===== src/rtl/ram_dump_tx_pkg.sv =====
// Shared definitions for the RAM dump transmitter: FSM state encoding and
// the default frame header byte, reused by host-side decoders and benches.
package ram_dump_tx_pkg;

    typedef logic [2:0] dump_state_t;

    localparam dump_state_t StIdle = 3'd0;
    localparam dump_state_t StHdr  = 3'd1;
    localparam dump_state_t StRd   = 3'd2;
    localparam dump_state_t StRdw  = 3'd3;
    localparam dump_state_t StSend = 3'd4;
    localparam dump_state_t StCks  = 3'd5;
    localparam dump_state_t StFin  = 3'd6;

    localparam logic [7:0] HdrByteDefault = 8'hA5;

endpackage


===== src/rtl/ram_dump_tx_if.sv =====
// RAM read port and UART TX byte port bundled for the dump transmitter.
// master = the dumper, slave = RAM mux / uart_mgr side.
interface ram_dump_tx_if #(
    parameter int unsigned XLEN         = 32,
    parameter int unsigned RAM_ADDR_LEN = 14
);

    logic                    ram_rd_en;
    logic [RAM_ADDR_LEN-1:0] ram_addr;
    logic [XLEN-1:0]         ram_rd_data;
    logic                    uart_wr_en;
    logic [7:0]              uart_wr_data;
    logic                    uart_wr_ready;

    modport master (
        output ram_rd_en,
        output ram_addr,
        input  ram_rd_data,
        output uart_wr_en,
        output uart_wr_data,
        input  uart_wr_ready
    );

    modport slave (
        input  ram_rd_en,
        input  ram_addr,
        output ram_rd_data,
        input  uart_wr_en,
        input  uart_wr_data,
        output uart_wr_ready
    );

endinterface


===== src/rtl/ram_dump_tx_word_serializer.sv =====
// Splits a 32-bit word into 4 bytes, LSB first, and keeps the running
// 8-bit checksum of every data byte sent since the last clear.
module ram_dump_tx_word_serializer (
    input  logic        clk,
    input  logic        rstb,
    input  logic        clr,
    input  logic        load,
    input  logic [31:0] word,
    input  logic        advance,
    output logic [7:0]  tx_byte,
    output logic        last,
    output logic [7:0]  cksum
);

    logic [31:0] shift_q;
    logic [1:0]  byte_idx_q;
    logic [7:0]  cksum_q;

    // Clear at dump start, load per word, shift and accumulate per sent byte
    always_ff @(posedge clk) begin
        if (!rstb) begin
            shift_q    <= '0;
            byte_idx_q <= '0;
            cksum_q    <= '0;
        end else if (clr) begin
            shift_q    <= '0;
            byte_idx_q <= '0;
            cksum_q    <= '0;
        end else if (load) begin
            shift_q    <= word;
            byte_idx_q <= '0;
        end else if (advance) begin
            shift_q    <= {8'h00, shift_q[31:8]};
            cksum_q    <= cksum_q + shift_q[7:0];
            byte_idx_q <= byte_idx_q + 2'd1;
        end
    end

    assign tx_byte = shift_q[7:0];
    assign last    = (byte_idx_q == 2'd3);
    assign cksum   = cksum_q;

endmodule


===== src/rtl/ram_dump_tx.sv =====
// Reads a range of RAM words and streams them to the UART TX byte port as
// a frame: header, 4 little-endian bytes per word, optional checksum.
module ram_dump_tx
    import ram_dump_tx_pkg::*;
#(
    parameter int unsigned XLEN         = 32,
    parameter int unsigned RAM_ADDR_LEN = 14,
    parameter logic [7:0]  HDR_BYTE     = HdrByteDefault,
    parameter bit          SEND_CKSUM   = 1'b1
) (
    input  logic                  clk,
    input  logic                  rstb,
    input  logic                  start,
    input  logic                  abort,
    input  logic [RAM_ADDR_LEN-1:0] start_addr,
    input  logic [RAM_ADDR_LEN:0] word_cnt,
    output logic                  busy,
    output logic                  done,
    ram_dump_tx_if.master         bus
);

    dump_state_t state_q, state_d, end_state;

    logic [RAM_ADDR_LEN-1:0] addr_q, addr_d;
    logic [RAM_ADDR_LEN-1:0] ram_addr_q;
    logic [RAM_ADDR_LEN:0]   remaining_q, remaining_d;
    logic                    gap_q;
    logic                    tx_state;
    logic                    xfer;
    logic                    start_ok;
    logic                    ser_load;
    logic                    ser_advance;
    logic                    ser_last;
    logic [7:0]              ser_byte;
    logic [7:0]              ser_cksum;
    logic [XLEN-1:0]         rd_word;

    assign end_state = SEND_CKSUM ? StCks : StFin;

    // gap_q forces one idle cycle after every transfer to suit the
    // registered ready on the uart_mgr side
    assign tx_state       = (state_q == StHdr) || (state_q == StSend) || (state_q == StCks);
    assign bus.uart_wr_en = tx_state && !gap_q;
    assign xfer           = bus.uart_wr_en && bus.uart_wr_ready;

    assign start_ok    = (state_q == StIdle) && start && !abort;
    assign ser_load    = (state_q == StRdw);
    assign ser_advance = (state_q == StSend) && xfer;

    assign busy = (state_q != StIdle) && (state_q != StFin);
    assign done = (state_q == StFin);

    // Address is driven live during RD and otherwise holds the last read address
    assign bus.ram_rd_en = (state_q == StRd);
    assign bus.ram_addr  = bus.ram_rd_en ? addr_q : ram_addr_q;
    assign rd_word       = bus.ram_rd_data;

    ram_dump_tx_word_serializer u_ser (
        .clk     (clk),
        .rstb    (rstb),
        .clr     (start_ok),
        .load    (ser_load),
        .word    (rd_word),
        .advance (ser_advance),
        .tx_byte (ser_byte),
        .last    (ser_last),
        .cksum   (ser_cksum)
    );

    // Byte presented to the UART depends on which part of the frame is active
    always_comb begin
        bus.uart_wr_data = 8'h00;
        case (state_q)
            StHdr:   bus.uart_wr_data = HDR_BYTE;
            StSend:  bus.uart_wr_data = ser_byte;
            StCks:   bus.uart_wr_data = ser_cksum;
            default: bus.uart_wr_data = 8'h00;
        endcase
    end

    // Frame sequencing; abort overrides any other transition, including completion
    always_comb begin
        state_d     = state_q;
        addr_d      = addr_q;
        remaining_d = remaining_q;
        case (state_q)
            StIdle: begin
                if (start_ok) begin
                    addr_d      = start_addr;
                    remaining_d = word_cnt;
                    state_d     = StHdr;
                end
            end
            StHdr: begin
                if (xfer) begin
                    state_d = (remaining_q != '0) ? StRd : end_state;
                end
            end
            StRd:  state_d = StRdw;
            StRdw: state_d = StSend;
            StSend: begin
                if (xfer && ser_last) begin
                    addr_d      = addr_q + RAM_ADDR_LEN'(1);
                    remaining_d = remaining_q - (RAM_ADDR_LEN + 1)'(1);
                    state_d     = (remaining_d != '0) ? StRd : end_state;
                end
            end
            StCks: begin
                if (xfer) begin
                    state_d = StFin;
                end
            end
            StFin:   state_d = StIdle;
            default: state_d = StIdle;
        endcase
        if (abort && (state_q != StIdle)) begin
            state_d = StIdle;
        end
    end

    // State, counters and handshake gap register
    always_ff @(posedge clk) begin
        if (!rstb) begin
            state_q     <= StIdle;
            addr_q      <= '0;
            remaining_q <= '0;
            ram_addr_q  <= '0;
            gap_q       <= 1'b0;
        end else begin
            state_q     <= state_d;
            addr_q      <= addr_d;
            remaining_q <= remaining_d;
            gap_q       <= xfer;
            if (state_q == StRd) begin
                ram_addr_q <= addr_q;
            end
        end
    end

endmodule


===== src/flat_wrapper.sv =====
// flat-port wrapper written by rule: the top's interface ports become plain ports
module ram_dump_tx_flat import ram_dump_tx_pkg::*;
#(
    parameter int unsigned XLEN         = 32,
    parameter int unsigned RAM_ADDR_LEN = 14,
    parameter logic [7:0]  HDR_BYTE     = HdrByteDefault,
    parameter bit          SEND_CKSUM   = 1'b1
)
  (clk, rstb, start, abort, start_addr, word_cnt, busy, done, bus_ram_rd_en, bus_ram_addr, bus_ram_rd_data, bus_uart_wr_en, bus_uart_wr_data, bus_uart_wr_ready);
  ram_dump_tx_if #(.XLEN(XLEN), .RAM_ADDR_LEN(RAM_ADDR_LEN)) bus_i ();
  input  logic clk;
  input  logic rstb;
  input  logic start;
  input  logic abort;
  input  logic [RAM_ADDR_LEN-1:0] start_addr;
  input  logic [RAM_ADDR_LEN:0] word_cnt;
  output logic busy;
  output logic done;
  output wire logic [$bits(bus_i.ram_rd_en)-1:0] bus_ram_rd_en;
  output wire logic [$bits(bus_i.ram_addr)-1:0] bus_ram_addr;
  input wire logic [$bits(bus_i.ram_rd_data)-1:0] bus_ram_rd_data;
  output wire logic [$bits(bus_i.uart_wr_en)-1:0] bus_uart_wr_en;
  output wire logic [$bits(bus_i.uart_wr_data)-1:0] bus_uart_wr_data;
  input wire logic [$bits(bus_i.uart_wr_ready)-1:0] bus_uart_wr_ready;
  assign bus_ram_rd_en = bus_i.ram_rd_en;
  assign bus_ram_addr = bus_i.ram_addr;
  assign bus_i.ram_rd_data = bus_ram_rd_data;
  assign bus_uart_wr_en = bus_i.uart_wr_en;
  assign bus_uart_wr_data = bus_i.uart_wr_data;
  assign bus_i.uart_wr_ready = bus_uart_wr_ready;
  ram_dump_tx #(.XLEN(XLEN), .RAM_ADDR_LEN(RAM_ADDR_LEN), .HDR_BYTE(HDR_BYTE), .SEND_CKSUM(SEND_CKSUM)) u_core (.clk(clk), .rstb(rstb), .start(start), .abort(abort), .start_addr(start_addr), .word_cnt(word_cnt), .busy(busy), .done(done), .bus(bus_i));
endmodule

===== config.mk =====
export PLATFORM = sky130hd
export DESIGN_NAME = ram_dump_tx_flat
export DESIGN_NICKNAME = d
export VERILOG_FILES = /design/src/rtl/ram_dump_tx_pkg.sv /design/src/rtl/ram_dump_tx_if.sv /design/src/rtl/ram_dump_tx_word_serializer.sv /design/src/rtl/ram_dump_tx.sv /design/src/flat_wrapper.sv
export SDC_FILE = /design/constraint.sdc
export NUM_CORES = 1
export LEC_CHECK = 0
export ABC_AREA = 0
export CAP_MARGIN = 20
export CELL_PAD_IN_SITES_DETAIL_PLACEMENT = 1
export CELL_PAD_IN_SITES_GLOBAL_PLACEMENT = 2
export CORE_MARGIN = 1
export CORE_UTILIZATION = 32
export CTS_CLUSTER_SIZE = 10
export DETAILED_ROUTE_END_ITERATION = 10
export GPL_TIMING_DRIVEN = 0
export PLACE_DENSITY = 0.88
export SYNTH_ARGS = -nofsm -noshare
export SYNTH_HDL_FRONTEND = slang
export SYNTH_SLANG_ARGS = --single-unit

===== constraint.sdc =====
create_clock -name clk -period 3.86 [get_ports clk]
set_input_delay 0.386 -clock clk [delete_from_list [all_inputs] [get_ports clk]]
set_output_delay 0.386 -clock clk [all_outputs]
set_load 0.01 [all_outputs]

== Yosys cells after proc, flatten, opt, wreduce, memory -nomap -nowiden ==
Cells that the tools add are included.

* Bits in registers: 89
* Input port bits: 66
* Output and inout port bits: 26
* Logic and storage cells: 67

* Add/subtract/negate cells: 4
* Eq/ne operators: 12
* Muxes and demuxes: 17
* Bitwise operators: 2
* Reductions and logical operators: 24

{| class="wikitable"
|+ Operators with widths
! kind !! count
|-
| 2-to-1 mux 32 bit || 2
|-
| 2-to-1 mux 14 bit || 3
|-
| 2-to-1 mux 15 bit || 2
|-
| case mux 15 bit (2 select lines) || 1
|-
| nonzero test 15 bit || 2
|-
| case mux 14 bit (2 select lines) || 1
|-
| case mux 8 bit (3 select lines) || 1
|-
| 2-to-1 mux 3 bit || 6
|-
| case mux 3 bit (6 select lines) || 1
|-
| subtractor 15 x 1 -> 15 bit (second input constant) || 1
|-
| adder 14 x 1 -> 14 bit (second input constant) || 1
|-
| equality test 3 bit (second input constant) || 3
|-
| adder 8 bit || 1
|-
| logical AND 1 bit || 8
|-
| equality test 3 x 2 -> 1 bit (second input constant) || 2
|-
| != test 2 x 1 -> 1 bit (second input constant) || 3
|-
| AND reduction 4 bit || 1
|-
| nonzero test 2 bit || 2
|-
| OR reduction 2 bit || 2
|-
| equality test 3 x 1 -> 1 bit (second input constant) || 1
|-
| zero test 3 bit || 1
|-
| != test 3 bit (second input constant) || 1
|-
| AND reduction 3 bit || 1
|-
| nonzero test 3 bit || 1
|-
| 8 further kinds || 11
|}

== Logic depth before layout (Yosys ltp) ==
Gate-level depths: netlist of run 1.

* Word-level depth: 8
* Depth in mapped cells: 9
* Gate-level depth less buffers: 9

== Cells and area by module ==
Synthesis of run 1 repeated with hierarchy kept, for this count alone.

* Cell total of the unflattened synthesis: 667
* Area, all modules: 5237.5 µm²

{| class="wikitable"
|+ By module, submodules not included
! module !! times used !! cells each !! area an instance (µm²) !! seq. area each (µm²)
|-
| ram_dump_tx || 1 || 405 || 3064.2 || 940.9
|-
| ram_dump_tx_word_serializer || 1 || 262 || 2173.3 || 840.8
|}

== Least setup slack after synthesis of run 1 ==
No wires, ideal clock.

* Path type: reg-to-reg
* From: register u_core.remaining_q[3]
* To: register u_core.state_q[0]
* Library setup time: 0.086 ns
* Arrival time: 2.304 ns
* Required time: 3.774 ns
* Path slack: 1.469 ns
* Stages on the path, launching flop included: 8
* Path buffers: 1
* Period minus slack after synthesis: 2.391 ns
* Cell sequence: dfxtp_1 buf_6 or4_4 or4_4 a22oi_2 o211ai_1 or4_4 a221oi_2

* Cells in the longest elaborated chain, start to end: 5
* Elaborated cells between the ends (all ways): 8
* Classes of those cells: 1 x add/sub; 5 x mux; 2 x reduce/logical

{| class="wikitable"
|+ RTL lines
! item !! line !! source
|-
| start, declared || ram_dump_tx.sv:26 || <nowiki>logic [RAM_ADDR_LEN:0] remaining_q, remaining_d;</nowiki>
|-
| start signal, assigned || ram_dump_tx.sv:132 || <nowiki>remaining_q <= remaining_d;</nowiki>
|-
| subtractor 15 x 1 -> 15 bit || ram_dump_tx.sv:104 || <nowiki>remaining_d = remaining_q - (RAM_ADDR_LEN + 1)'(1);</nowiki>
|-
| nonzero test 15 bit || ram_dump_tx.sv:105 || <nowiki>state_d = (remaining_d != '0) ? StRd : end_state;</nowiki>
|-
| 2-to-1 mux 3 bit || ram_dump_tx.sv:105 ||
|-
| 2-to-1 mux 3 bit || ram_dump_tx.sv:102 || <nowiki>if (xfer && ser_last) begin</nowiki>
|-
| case mux 3 bit (6 select lines) * || ram_dump_tx.sv:86 || <nowiki>case (state_q)</nowiki>
|-
| end signal, assigned || ram_dump_tx.sv:124 || <nowiki>state_q <= StIdle;</nowiki>
|-
| end signal, assigned || ram_dump_tx.sv:130 || <nowiki>state_q <= state_d;</nowiki>
|-
| end, declared || ram_dump_tx.sv:22 || <nowiki>dump_state_t state_q, state_d, end_state;</nowiki>
|}

Every way passes the cells marked *; elsewhere a longest branch is shown, timed or not. The select of a mux whose other input is x is not followed.
A chain may end at the register's enable or synchronous reset.

== Final worst setup path of run 1 ==
* From: register u_core.state_q[1]
* To: output bus_ram_addr[11]

* Cells in the longest elaborated chain, start to end: 2

{| class="wikitable"
|+ RTL lines
! item !! line !! source
|-
| equality test 3 x 2 -> 1 bit || ram_dump_tx.sv:54 || <nowiki>assign bus.ram_rd_en = (state_q == StRd);</nowiki>
|-
| 2-to-1 mux 14 bit || ram_dump_tx.sv:55 || <nowiki>assign bus.ram_addr = bus.ram_rd_en ? addr_q : ram_addr_q;</nowiki>
|-
| end, declared || flat_wrapper.sv:20 || <nowiki>output wire logic [$bits(bus_i.ram_addr)-1:0] bus_ram_addr;</nowiki>
|}

Every way passes these cells.

==> out/summary.md, run 1 <==
The flow ran to the end, but the final reports show violations. The checks that failed: DRC. Summed over all layers, the routed wires come to 16400 um.

VDD sags by at most 0.223 mV. Total power for the finished layout comes to 2.45 mW. The slew at the pin closest to its max-slew limit was 0.922 ns; the global routing usage on met2 was 38.6%. The cell at the root of the clock tree is clkbuf_16. After synthesis, the mean cell area works out to 7.67 um^2. After synthesis, the share of flip-flops with an asynchronous set or reset is 0%. On the final layout, the worst clock skew is 0.00633 ns.

During placement, the flow inserted port buffers numbering 91. After floorplanning, the core was sized to cover 14600 um^2. The analysis attributes to cell leakage a power of 2.22 nW. The synthesized design devotes to its leading area cell type 36.9% of total area.

The number of failing hold endpoints at the final stage is 0. The placement-stage worst setup slack came out at 0.476 ns. The tools report the total of endpoints with negative setup slack in the final report as 0. Of the available clock period, the critical path in the final layout requires 87.1%. The internal power of the cells totals 1.75 mW.

The final count of pins violating max slew is 0, and the post-route non-filler standard cell count is 921. The via count of the first global-routing pass came out at 5187. Dividing the detail-routed via count by the number of cells gives 5.39. Buffers inserted during clock tree synthesis total 9. After clock tree synthesis, the flow added hold-fix buffers numbering 0. Measured against its own limit, the worst slew margin works out to 38.0%. Summed over all failing endpoints, the final setup total negative slack is 0 ns. Of all nets on the critical path, the largest fanout is 10. The width of the die was 125 um; the overall global routing resource usage was 21.6%.

The critical path goes through inv_1 -> nor3_2 -> clkbuf_1 -> mux2_2 -> clkdlybuf4s50_1. Largest area contributor in the synthesized netlist: dfxtp_1. Counting tap cells, the placed design contains a total of 904 instances. In the synthesized netlist, the number of instances is 629. The logs give 0 for the synthesis warning total and 0 for the diode insertion count for antenna repair. The max-cap check violation count came out at 0.

The detailed router finished its first iteration with 184 violations. The power per cell area is 389 nW/um^2, and the half-perimeter wire length after placement is 12200 um. Broken down by cell family, the worst path's largest delay share belongs to buffers and inverters.

The count of state elements after synthesis was 89; the clock insertion delay at the later pin of the skew report was 0.35 ns. Global routing consumed, on the met3 layer, 4.42% of the routing resources. The floorplan step defined a die boundary enclosing 15600 um^2. In this run, the clock network consumes 40.2% of the power.

The multi-input combinational cells in the finished layout cover a total of 2770 um^2. For this configuration, the core starts out at a cell density of 32.9%. Across all hold checks on the routed design, the worst slack comes to 0.474 ns. The tools report the achievable frequency as 297 MHz. Clock-pin slew was measured on the worst setup and hold paths at 0.07 ns. The slowest stage of the critical path is the nor3_2 cell.

Entering global routing, the biggest net connects 16 pins. The synthesized netlist contains 57 unique library cells. The most heavily used metal layer in global routing was met2.

Relative to the synthesized area, the layout overhead comes to 30.7%. After detailed placement, the total cell area comes to 5970 um^2. The initial antenna violation count came out at 0. Sequential cells burn 40.3% of the power. Combinational logic burns 19.5% of the power.

Counting every net in the synthesized netlist gives 707. Sequential fraction of the synthesis area: 36.9%. The required time of the critical path is 3.47 ns.

After synthesis, the cell types taking the most area are dfxtp_1, nand2_1, a21oi_1. The post-route netlist has 6.65% of its cells at a drive strength greater than 1. Post-CTS setup buffer count: 0.

For the number of fillers in the final layout, the log shows 1829. 92 I/O pins were placed. The number of iterations in the first detailed-routing pass is 7, and the final worst slack is 0.498 ns. The logs give 6300 um^2 for the total non-filler cell area in the finished layout and 26700 um for the wire length of the first global-routing pass. The data arrival time of the critical path came out at 2.98 ns. Once layout is complete, the utilization of the core stands at 43.1%. The total overflow left after global routing is 0. The congestion estimate from routability-driven global placement came to 0.842. STA classifies the critical path endpoint as a primary output. The largest stage delay on the critical path works out to 0.56 ns. The setup path with the least slack is of type flop to primary output. For the finished layout, the period the worst path requires is 3.36 ns.

The number of flops mapped to enable cells by yosys was 0. Register cell area after layout: 1780 um^2. The die is 125 um tall.

The synthesized netlist occupies a cell area of 4820 um^2. Once detail routing completed, the nets flagged for antenna violations numbered 0. The H-tree generated during clock tree synthesis spans 3 levels. The count of vias placed by the detailed router was 4964. The analysis attributes to net switching a power of 0.705 mW. The primary flip-flop cell chosen by synthesis mapping is dfxtp_1. In this run the deepest clock path goes through 2 buffers. The tightest min-delay check is of the flop to flop type. For met1 alone, demand over resource in global routing was 25.6%. TritonCTS built the clock tree. Setup repair after global routing left no endpoint under its margin. The sum of buffers and inverters on the critical path works out to 3.

STA classifies the critical path startpoint as a flop. The count of clock tree sinks was 89; the number of core rows was 44. Net switching is 28.8% of the power. After detailed routing, the number of remaining DRC violations is 12. Dividing the detail-routed wire length by the instance count gives 17.9 um.

After the last flow step, the layout net total stands at 810.
==> registers in the layout, summed over array words and instances, names as in the netlist <==
name,flops
u_core.u_ser.byte_idx_q,2
u_core.remaining_q,15
u_core.ram_addr_q,14
u_core.state_q,3
u_core.u_ser.cksum,8
u_core.u_ser.shift_q,32
u_core.gap_q,1
u_core.addr_q,14
==> worst reg2reg max path: stages (launching register included) <==
cell and delay, ns:
dfxtp_1 0.31, clkbuf_1 0.30, o21bai_1 0.20, o32a_1 0.40, nor3_1 0.30, clkbuf_1 0.45
clkbuf_1 0.50, o21ai_0 0.17, a21oi_1 0.17
==> synthesized netlist by cell type, types with 6 or more instances <==
cell and n:
and2_1 25, o21ai_0 47, mux2_2 14, ha_1 11, a311oi_1 23, nor3_1 20
clkbuf_1 39, nor2_1 66, a21oi_1 56, dfxtp_1 89, inv_1 17, nand3_1 22
a22oi_1 8, xnor2_1 6, nand2_1 97
==> path summary, 6_finish.rpt <==
path / from / end / slack (ns) / cells past startpoint
setup reg to reg: u_core.state_q[0]$_SDFFE_PP0P_ / u_core.remaining_q[5]$_SDFFE_PN0P_ / 1.00 / 8
hold / removal: u_core.u_ser.shift_q[26]$_SDFFE_PP0P_ / u_core.u_ser.shift_q[26]$_SDFFE_PP0P_ / 0.47 / 2
hold reg to reg: u_core.u_ser.shift_q[26]$_SDFFE_PP0P_ / u_core.u_ser.shift_q[26]$_SDFFE_PP0P_ / 0.47 / 2
setup / recovery: u_core.state_q[1]$_SDFFE_PP0P_ / bus_ram_addr[11] / 0.50 / 5
==> per-layer routing <==
metal	wire, um	share of wire (%)	vias to the layer above
met2	8180	50	106
met4	333	2.0	0
met3	709	4.3	23
met1	7220	44	2397
li1	-	-	2438
met5	0	0	-
==> power by group through the flow <==
stage | logic [mW] | clock network (mW) | registers (mW)
2_1_floorplan | 0.279 | 0 | 0.996
3_3_place_gp | 0.468 | 0 | 1.01
3_5_place_dp | 0.474 | 0 | 1.01
4_1_cts | 0.480 | 1.00 | 0.987
5_1_grt | 0.527 | 1.03 | 0.992
6_report | 0.479 | 0.986 | 0.987
==> timing repair <==
item | CTS | global route
endpoints found under the hold margin | 0 | 0
setup endpoints to repair | 0 | 8
gates resized for setup | 0 | 1
==> logic make-up (layout without fill, tap and decap cells) <==
family          count (synthesis)  count (layout)  synth area share (%)
mux                            19              19                  4.30
simple gates                  263             263                  25.1
buf+inv                        63             171                  5.81
compound gates                174             174                  23.0
flops                          89              89                  36.9
fa+ha+maj                      12              12                  3.27
xor+xnor                        9               9                  1.63
==> cells in the final DEF, fill, tap and decap left out, types with 3 or more instances in the layout <==
cell type	instances
a21boi_0	3
a21oi_1	56
a22oi_1	8
a311oi_1	23
a31oi_1	5
and2_1	25
clkbuf_1	39
clkbuf_16	9
clkbuf_8	3
clkdlybuf4s50_1	91
dfxtp_1	89
ha_1	11
inv_1	17
mux2_2	14
mux2i_1	5
nand2_1	97
nand2b_1	5
nand3_1	22
nand4_1	5
nor2_1	66
nor2b_1	5
nor3_1	19
o211ai_1	4
o21ai_0	47
o22ai_1	3
or3_1	5
or4_4	3
xnor2_1	6
xor2_1	3
==> cell type report <==
| type | instances | share of cell area (%) |
|---|---|---|
| inverter | 17 | 1.01 |
| buffer | 46 | 3.43 |
| sequential | 89 | 28.3 |
| clock buffer | 10 | 3.79 |
| timing repair buffer | 92 | 14.5 |
| clock inverter | 6 | 1.43 |
| multi-input combinational | 477 | 43.9 |
| tap | 184 | 3.65 |
Power figures use the tool's default switching activity.
==> run 2: changes to the inputs <==
--- a/config.mk
+++ b/config.mk
@@ -5,7 +5,6 @@
 export SDC_FILE = /design/constraint.sdc
 export NUM_CORES = 1
 export LEC_CHECK = 0
-export ABC_AREA = 0
 export CAP_MARGIN = 20
 export CELL_PAD_IN_SITES_DETAIL_PLACEMENT = 1
 export CELL_PAD_IN_SITES_GLOBAL_PLACEMENT = 2
==> results of run 2 <==
Final layout, timing and power as in run 1 (identical DEF).
